==> src/rtl/time_keeper.sv <==
// time_keeper: 24-hour hh:mm:ss timekeeping core with button-driven setting.
//
// Runs on the 1 kHz system clock, derives a 1 s tick with an internal
// prescaler, keeps six BCD digits and lets the user set hours/minutes and
// clear seconds while the setting switch is on.
//
// Ports:
//   clk_1khz        1 kHz system clock, rising edge
//   switch_clr      asynchronous active-low reset
//   switch_setting  level, 1 = setting mode (synchronized, not debounced)
//   button_1        raw push-button, field select
//   button_2        raw push-button, increment selected field
//   display_1..6    BCD digits: hour tens/ones, min tens/ones, sec tens/ones
//   flicker_mask    [0:5], bit i blinks display_(i+1)
//   sec_tick        one-cycle pulse per elapsed second while running
//   chime_req       one-cycle pulse on each hour rollover
module time_keeper #(
  parameter int TICKS_PER_SEC  = 1000,
  parameter int DEBOUNCE_TICKS = 20
) (
  input  logic       clk_1khz,
  input  logic       switch_clr,
  input  logic       switch_setting,
  input  logic       button_1,
  input  logic       button_2,
  output logic [3:0] display_1,
  output logic [3:0] display_2,
  output logic [3:0] display_3,
  output logic [3:0] display_4,
  output logic [3:0] display_5,
  output logic [3:0] display_6,
  output logic [0:5] flicker_mask,
  output logic       sec_tick,
  output logic       chime_req
);

  localparam int PW = (TICKS_PER_SEC > 1) ? $clog2(TICKS_PER_SEC) : 1;
  localparam int DW = $clog2(DEBOUNCE_TICKS + 1);

  localparam logic [1:0] RUN   = 2'd0;
  localparam logic [1:0] SET_H = 2'd1;
  localparam logic [1:0] SET_M = 2'd2;
  localparam logic [1:0] SET_S = 2'd3;

  // Two-digit BCD increment modulo 60; bit 8 is the carry out of 59 -> 00.
  function automatic logic [8:0] inc_60(input logic [7:0] v);
    logic [8:0] r;
    if (v[3:0] == 4'd9) begin
      if (v[7:4] == 4'd5) begin
        r = {1'b1, 4'd0, 4'd0};
      end else begin
        r = {1'b0, v[7:4] + 4'd1, 4'd0};
      end
    end else begin
      r = {1'b0, v[7:4], v[3:0] + 4'd1};
    end
    return r;
  endfunction

  // Two-digit BCD increment modulo 24 (23 -> 00).
  function automatic logic [7:0] inc_24(input logic [7:0] v);
    logic [7:0] r;
    if (v == 8'h23) begin
      r = 8'h00;
    end else if (v[3:0] == 4'd9) begin
      r = {v[7:4] + 4'd1, 4'd0};
    end else begin
      r = {v[7:4], v[3:0] + 4'd1};
    end
    return r;
  endfunction

  // Blink pattern for each state; leftmost literal bit is display_1.
  function automatic logic [0:5] mask_of(input logic [1:0] st);
    logic [0:5] r;
    case (st)
      SET_H:   r = 6'b110000;
      SET_M:   r = 6'b001100;
      SET_S:   r = 6'b000011;
      default: r = 6'b000000;
    endcase
    return r;
  endfunction

  logic                  set_s1_r, set_s2_r;
  logic [1:0]            btn_s1_r, btn_s2_r;
  logic [1:0]            deb_r, ev_r;
  logic [1:0][DW-1:0]    deb_cnt_r;
  logic [1:0]            state_r, state_nxt_s;
  logic [PW-1:0]         presc_r, presc_nxt_s;
  logic [7:0]            hour_r, min_r, sec_r;
  logic [7:0]            hour_nxt_s, min_nxt_s, sec_nxt_s;
  logic [8:0]            sec_inc_s, min_inc_s;
  logic                  tick_s, chime_s, tick_r, chime_r;
  logic [0:5]            mask_r;
  logic                  sel_ev_s, inc_ev_s;

  assign sel_ev_s = ev_r[0];
  assign inc_ev_s = ev_r[1];

  // Two-flop synchronizers for the setting switch and both buttons.
  always_ff @(posedge clk_1khz or negedge switch_clr) begin
    if (!switch_clr) begin
      set_s1_r <= 1'b0;
      set_s2_r <= 1'b0;
      btn_s1_r <= 2'b00;
      btn_s2_r <= 2'b00;
    end else begin
      set_s1_r <= switch_setting;
      set_s2_r <= set_s1_r;
      btn_s1_r <= {button_2, button_1};
      btn_s2_r <= btn_s1_r;
    end
  end

  // Debouncers: accept a new level after DEBOUNCE_TICKS consecutive
  // disagreeing samples; the accepted rising edge is the one-cycle event.
  always_ff @(posedge clk_1khz or negedge switch_clr) begin
    if (!switch_clr) begin
      deb_r     <= 2'b00;
      ev_r      <= 2'b00;
      deb_cnt_r <= '{default: DW'(0)};
    end else begin
      for (int i = 0; i < 2; i++) begin
        if (btn_s2_r[i] != deb_r[i]) begin
          if (deb_cnt_r[i] == DW'(DEBOUNCE_TICKS - 1)) begin
            deb_r[i]     <= btn_s2_r[i];
            deb_cnt_r[i] <= DW'(0);
            ev_r[i]      <= btn_s2_r[i];
          end else begin
            deb_cnt_r[i] <= deb_cnt_r[i] + DW'(1);
            ev_r[i]      <= 1'b0;
          end
        end else begin
          deb_cnt_r[i] <= DW'(0);
          ev_r[i]      <= 1'b0;
        end
      end
    end
  end

  // Next-state logic: mode FSM, prescaler, setting actions and second tick.
  always_comb begin
    state_nxt_s = state_r;
    presc_nxt_s = presc_r;
    hour_nxt_s  = hour_r;
    min_nxt_s   = min_r;
    sec_nxt_s   = sec_r;
    tick_s      = 1'b0;
    chime_s     = 1'b0;
    sec_inc_s   = inc_60(sec_r);
    min_inc_s   = inc_60(min_r);
    case (state_r)
      RUN: begin
        if (presc_r == PW'(TICKS_PER_SEC - 1)) begin
          presc_nxt_s = PW'(0);
          tick_s      = 1'b1;
        end else begin
          presc_nxt_s = presc_r + PW'(1);
        end
        if (set_s2_r) begin
          state_nxt_s = SET_H;
        end else begin
          state_nxt_s = RUN;
        end
      end
      SET_H, SET_M, SET_S: begin
        presc_nxt_s = PW'(0);
        if (!set_s2_r) begin
          state_nxt_s = RUN;
        end else if (sel_ev_s) begin
          // select wins over a simultaneous increment
          state_nxt_s = (state_r == SET_S) ? SET_H : state_r + 2'd1;
        end else if (inc_ev_s) begin
          case (state_r)
            SET_H:   hour_nxt_s = inc_24(hour_r);
            SET_M:   min_nxt_s  = min_inc_s[7:0];
            default: sec_nxt_s  = 8'h00;
          endcase
        end else begin
          state_nxt_s = state_r;
        end
      end
      default: begin
        state_nxt_s = RUN;
        presc_nxt_s = PW'(0);
      end
    endcase
    // Ticks only occur in RUN, so they never collide with setting actions.
    if (tick_s) begin
      sec_nxt_s = sec_inc_s[7:0];
      if (sec_inc_s[8]) begin
        min_nxt_s = min_inc_s[7:0];
        if (min_inc_s[8]) begin
          hour_nxt_s = inc_24(hour_r);
          chime_s    = 1'b1;
        end else begin
          hour_nxt_s = hour_r;
        end
      end else begin
        min_nxt_s = min_r;
      end
    end else begin
      chime_s = 1'b0;
    end
  end

  // Core state registers and registered outputs.
  always_ff @(posedge clk_1khz or negedge switch_clr) begin
    if (!switch_clr) begin
      state_r <= RUN;
      presc_r <= PW'(0);
      hour_r  <= 8'h00;
      min_r   <= 8'h00;
      sec_r   <= 8'h00;
      tick_r  <= 1'b0;
      chime_r <= 1'b0;
      mask_r  <= 6'b000000;
    end else begin
      state_r <= state_nxt_s;
      presc_r <= presc_nxt_s;
      hour_r  <= hour_nxt_s;
      min_r   <= min_nxt_s;
      sec_r   <= sec_nxt_s;
      tick_r  <= tick_s;
      chime_r <= chime_s;
      mask_r  <= mask_of(state_r);
    end
  end

  assign display_1    = hour_r[7:4];
  assign display_2    = hour_r[3:0];
  assign display_3    = min_r[7:4];
  assign display_4    = min_r[3:0];
  assign display_5    = sec_r[7:4];
  assign display_6    = sec_r[3:0];
  assign flicker_mask = mask_r;
  assign sec_tick     = tick_r;
  assign chime_req    = chime_r;

endmodule

==> config.mk <==
export PLATFORM = sky130hd
export DESIGN_NAME = time_keeper
export DESIGN_NICKNAME = d
export VERILOG_FILES = /design/src/rtl/time_keeper.sv
export SDC_FILE = /design/constraint.sdc
export NUM_CORES = 1
export LEC_CHECK = 0
export CAP_MARGIN = 0
export CORE_MARGIN = 10
export CORE_UTILIZATION = 50
export DETAILED_ROUTE_END_ITERATION = 8
export PLACE_DENSITY = 0.77
export SYNTH_ARGS = -nofsm -noshare
export SYNTH_HDL_FRONTEND = slang
export SYNTH_SLANG_ARGS = --single-unit
==> constraint.sdc <==
create_clock -name clk_1khz -period 2.6 [get_ports clk_1khz]
set_clock_uncertainty 0.05 [all_clocks]
set_input_delay 0.78 -clock clk_1khz [delete_from_list [all_inputs] [get_ports clk_1khz]]
set_output_delay 0.78 -clock clk_1khz [all_outputs]
set_load 0.01 [all_outputs]
==> metrics.md, run 1 <==
| Metric | Value |
|---|---|
| Outcome | finished, final reports clean |
| Ys async rst share | 1.000 |
| TritonCTS clock tree | yes |
| Arr. time, crit path | roughly 2500 ps |
| Area occupied by multi-input gates | roughly 1300 um2 |
| Register Area | approximately 1500 um2 |
| Die Ht | 96.51 um |
| Max clock buf depth | 2 |
| Clock Pin Slew Worst Setup and Hold Paths | about 70 ps |
| Compound-Gate Fraction of Synth Area | 0.08722 |
| Placer Congestion | 0.7839 |
| Core Footprint | 5608 um2 |
| Initial antenna violation count | 0 |
| Clock power frac | 0.390 |
| Most frequent cell after synthesis | dfrtp_1 |
| Total power | about 1.8 mW |
| Setup TNS | 0 ps |
| First-pass GRT wire length | roughly 9.2 mm |
| Final-report hold violation count | 0 |
| Simple-gate portion of the synthesized area | 0.1830 |
| Syn-to-layout area delta | 20.65% |
| Yosys top cell by area | dfrtp_1 |
| Antenna-violating nets left | 0 |
| Average size of a mapped cell | about 11 um2 |
| Clock latency on the worst-skew pair | around 330 ps |
| Combinational share of power | 0.050 |
| Crit path time final | approximately 2400 ps |
| Initial Util | 0.5219 |
| Proportion of synthesized chip area in sequential cells | 0.5216 |
| Crit. End Element | flop |
| Worst R2R Path Depth | 7 |
| Synth unique cells | 48 |
| N_diodes | 0 |
| CTS Buf Count | 9 |
| Post-CTS Hold Buffers | 0 |
| Fmax | 422.9 MHz |
| Register bit total from synthesis | between 60 and 70 |
| Residual DRC count | 0 |
| Share of cells above drive strength 1 | 0.09265 |
| Die X | 96.51 um |
| Layout Utilization | 0.6296 |
| Global route overflow | 0 |
| Worst-Margin Slew | between 500 and 600 ps |
| Vias per cell | approximately 5.3 |
| Post-Route WL | between 5 and 6 mm |
| Synthesized area | 2927 um2 |
| GR Util All Layers | 0.1251 |
| Yosys top cell area share | 0.5216 |
| RSZ-0062 raised after global routing | false |
| Nets@finish | about 330 |
| Startpoint Class | flop |
| Wire per inst | around 14 um |
| Crit Path Max Fanout | 9 |
| Net switching power | 0.4325 mW |
| Largest family of logic cells by synthesized area | simple AND/OR/NAND/NOR gates |
| Max-Cap Viols | 0 |
| Max-slew violations | 0 |
| Post-cts resize count | 0 |
| Seq pwr share | 0.561 |
| Switch share | 0.2421 |
| Static leakage | 1.612 nW |
| Slew headroom | 0.6165 |
| CTS sink cnt | 61 |
| Root buf cell | clkbuf_8 |
| Fill cells | between 400 and 500 |
| Drt first pass iters | 4 |
| Vias | just over 2000 |
| Depth of the worst hold-timing path | 0 |
| Main synth FF type | dfrtp_1 |
| Power Dens Cells | slightly above 500 nW/um2 |
| HP Class | flop to flop |
| Top post-synthesis cells by count | dfrtp_1, nor2_1, ha_1, nand3_1, nand2_1 |
| IO Pins | 37 |
| Synth top area cells | dfrtp_1, ha_1, nor2_1 |
| # Post-CTS Setup Buffers | 0 |
| Vias in the first global route | 2046 |
| Die area | just over 9000 um2 |
| Synth warnings | 0 |
| Crit Path Class | flop to flop |
| Multiplexer share of the synthesized area | 0.03378 |
| Post-synth EDFFs | 0 |
| Row count | 27 |
| Hold_ws | ~300 ps |
| VDD IR-drop max | about 0.3 mV |
| Final period util | 0.9094 |
| Synth Area in XOR/XNOR | 0.06584 |
| Synthesized-area fraction occupied by adder cells | 0.07696 |
| I/O Buffers | 36 |
| Detailed Place HPWL | approximately 4 mm |
| Int Pwr | ~1.4 mW |
| CTS H-tree lvls | 3 |
| CP Data Required Time | 2770 ps |
| Mapped Cells | roughly 260 |
| Final setup violation count | 0 |
| Initial DRC Count | 111 |
| Synth Net Count | about 290 |
| Largest net degree at the start of global routing | 39 |
-- registers in the layout, indices dropped and copies added (netlist names) --
register      flops
btn_s1_r          2
ev_r              2
presc_r          10
set_s1_r          1
sec_tick          1
min_r             8
chime_req         1
flicker_mask      3
set_s2_r          1
hour_r            8
state_r           2
sec_r             8
deb_r             2
deb_cnt_r        10
btn_s2_r          2
-- per-layer routing --
layer  vias to the layer above  routed length, um  GRT usage
li1                       1005                  -          -
met1                       996               2282     0.1423
met4                         0                 51    0.05448
met3                         6                324    0.04163
met5                         -                  0          0
met2                        35               2634     0.2099
-- cell usage in the layout, fill, tap and decap left out, types with 4 or more instances in the layout --
master	instances
dfrtp_1	61
clkdlybuf4s50_1	35
nor2_1	29
nand3_1	18
ha_1	18
nand2_1	17
xnor2_1	12
o21ai_0	12
inv_1	11
xor2_1	10
clkbuf_8	9
a21oi_1	6
nor3b_1	5
and3_1	4
mux2_2	4
o21a_1	4
clkinv_2	4
-- per-stage QoR --
step | setup slack [ps] | cell area, um2 | cells
3_5_place_dp | 236.1 | 3372 | 369
4_1_cts | 217.7 | 3531 | 385
6_report | 235.5 | 3531 | 385
5_1_grt | 58.19 | 3531 | 385
3_3_place_gp | 343.7 | 3372 | 369
2_1_floorplan | 492.2 | 2927 | 263
-- layout make-up --
class                      count  area share
inverter                      12     0.01417
timing repair buffer          40      0.1127
clock buffer                  11     0.03721
multi-input combinational    184      0.3703
sequential                    61      0.4323
clock inverter                 5    0.007796
tap                           72     0.02551
-- worst paths after layout --
| check | startpoint | endpoint | slack, ps |
|---|---|---|---|
| max reg2reg | state_r[0] | hour_r[0] | 240 |
| min in group asynchronous | switch_clr | hour_r[7] | 390 |
| min | btn_s1_r[0] | btn_s2_r[0] | 300 |
| max | state_r[0] | hour_r[0] | 240 |
| min reg2reg | btn_s1_r[0] | btn_s2_r[0] | 300 |
| max in group asynchronous | switch_clr | deb_cnt_r[1] | 1520 |
-- power groups by stage --
stage,Sequential [mW],Combinational [mW],Clock (mW)
global route,1.00,0.103,0.758
global placement,1.02,0.0901,0
floorplan,1.01,0.0491,0
finish,1.00,0.0885,0.696
detailed placement,1.02,0.0910,0
CTS,1.00,0.0920,0.716
-- cell families after synthesis --
family | count (synthesis)
fa+ha+maj | 18
buf+inv | 18
xor+xnor | 22
simple gates | 97
compound gates | 38
mux | 9
flops | 61
-- critical path, stage by stage (launching register included) --
cell	delay, ps
dfrtp_1	430
inv_1	150
ha_1	160
nand4_1	160
nor4_4	380
and4_1	410
or2_1	200
mux2_1	330
(Power assumes the default switching activity.)
==> run 2: changes to the inputs <==
--- a/config.mk
+++ b/config.mk
@@ -5,11 +5,13 @@
 export SDC_FILE = /design/constraint.sdc
 export NUM_CORES = 1
 export LEC_CHECK = 0
-export CAP_MARGIN = 0
+export CAP_MARGIN = 20
 export CORE_MARGIN = 10
 export CORE_UTILIZATION = 50
 export DETAILED_ROUTE_END_ITERATION = 8
 export PLACE_DENSITY = 0.77
+export RECOVER_POWER = 50
+export SKIP_CTS_REPAIR_TIMING = 1
 export SYNTH_ARGS = -nofsm -noshare
 export SYNTH_HDL_FRONTEND = slang
 export SYNTH_SLANG_ARGS = --single-unit
==> metrics.md, run 2 (synthesis gave the netlist of run 1 again) <==
| Metric | Value |
|---|---|
| Outcome | finished, final reports clean |
| Die area | approximately 9300 um2 |
| Clock Pin Slew Worst Setup and Hold Paths | 70 ps |
| Wire per inst | between 10 and 15 um |
| DP Area | 3372 um2 |
| Commonest non-fill, non-tap cells in the layout | dfrtp_1, clkdlybuf4s50_1, nor2_1 |
| N_diodes | 0 |
| Clock latency on the worst-skew pair | approximately 330 ps |
| Commonest non-fill, non-tap cell in the layout | dfrtp_1 |
| Worst-Margin Slew | roughly 1400 ps |
| I/O Buffers | 36 |
| Core Footprint | roughly 5600 um2 |
| GR Util All Layers | 0.1251 |
| Detailed Place HPWL | 3.939 mm |
| CTS sink cnt | just over 60 |
| Syn-to-layout area delta | 20.61% |
| Max-slew violations | 0 |
| Largest net degree at the start of global routing | 39 |
| CTS Buf Count | 9 |
| Final-report hold violation count | 0 |
| Crit Path Class | flop to flop |
| Hold_ws | 300.5 ps |
| CP Data Required Time | approximately 2800 ps |
| Initial Util | 0.5219 |
| Root buf cell | clkbuf_8 |
| Final setup violation count | 0 |
| Final instance area | roughly 3500 um2 |
| Total power | around 1.8 mW |
| VDD IR-drop max | ~0.30 mV |
| Die X | 96.51 um |
| Vias per cell | 5.304 |
| Max-Cap Viols | 0 |
| Largest regs | deb_cnt_r x10, presc_r x10 |
| Final period util | 0.9094 |
| Static leakage | 1.609 nW |
| Vias | 2042 |
| Placer Congestion | 0.7839 |
| Setup TNS | 0 ps |
| Nets@finish | 331 |
| Arr. time, crit path | ~2500 ps |
| Drt first pass iters | 4 |
| Max clock buf depth | 2 |
| Fmax | 422.9 MHz |
| Crit path time final | around 2400 ps |
| Crit Path Max Fanout | 9 |
| Crit. End Element | flop |
| TritonCTS clock tree | yes |
| IO Pins | 37 |
| Antenna-violating nets left | 0 |
| CTS H-tree lvls | 3 |
| Row count | 27 |
| Residual DRC count | 0 |
| Slew headroom | 0.08804 |
| Power Dens Cells | 505.8 nW/um2 |
| RSZ-0062 raised after global routing | false |
| First-pass GRT wire length | just over 9 mm |
| Die Ht | 96.51 um |
| Vias in the first global route | ~2000 |
| Initial DRC Count | around 110 |
| Initial antenna violation count | 0 |
| HP Class | flop to flop |
| Post-Route WL | 5.291 mm |
| Share of cells above drive strength 1 | 0.08946 |
| Global route overflow | 0 |
| Startpoint Class | flop |
## run 2: worst max-delay path: stages, from the launching register on
cell     delay [ps]
dfrtp_1         430
inv_1           150
ha_1            160
nand4_1         160
nor4_4          380
and4_1          410
or2_1           200
mux2_1          330
## run 2: power by group
part | leakage (nW) | total [mW] | switching (mW) | internal, mW
Combinational | 0.699 | 0.0874 | 0.0495 | 0.0379
Sequential | 0.827 | 1.00 | 0.0260 | 0.976
Clock | 0.0829 | 0.696 | 0.357 | 0.339
Total | 1.61 | 1.79 | 0.433 | 1.35
## run 2: final cells by class
| cell class | instances | area (um2) |
|---|---|---|
| Tap cell | 72 | 90.09 |
| Inverter | 12 | 50.05 |
| Clock inverter | 5 | 27.53 |
| Sequential cell | 61 | 1526 |
| Clock buffer | 11 | 131.4 |
| Timing Repair Buffer | 40 | 396.6 |
| Fill cell | 484 | 2078 |
| Multi-Input combinational cell | 184 | 1308 |
## run 2: worst paths after layout
path,endpoint,start,slack [ps],cells after the start
min in group asynchronous,hour_r[7],switch_clr,690,1
hold / removal,btn_s2_r[0],btn_s1_r[0],300,0
setup / recovery,hour_r[0],state_r[0],240,7
setup reg to reg,hour_r[0],state_r[0],240,7
max in group asynchronous,deb_cnt_r[1],switch_clr,970,2
hold reg to reg,btn_s2_r[0],btn_s1_r[0],300,0
## run 2: metrics by stage
| stage | utilization | setup WS (ps) | std cells |
|---|---|---|---|
| after CTS | 0.6296 | 217.7 | 385 |
| after global placement | 0.6013 | 343.7 | 369 |
| final | 0.6294 | 235.6 | 385 |
| after detailed placement | 0.6013 | 236.1 | 369 |
| after global routing | 0.6294 | 58.19 | 385 |
| after floorplan | - | 492.2 | 263 |
## run 2: per-layer routing
layer  GRT usage  share of wire  vias up
met4     0.05448         0.0096        0
met3     0.04163          0.061        6
li1            -              -     1005
met5           0              0        -
met2      0.2099           0.50       35
met1      0.1423           0.43      996
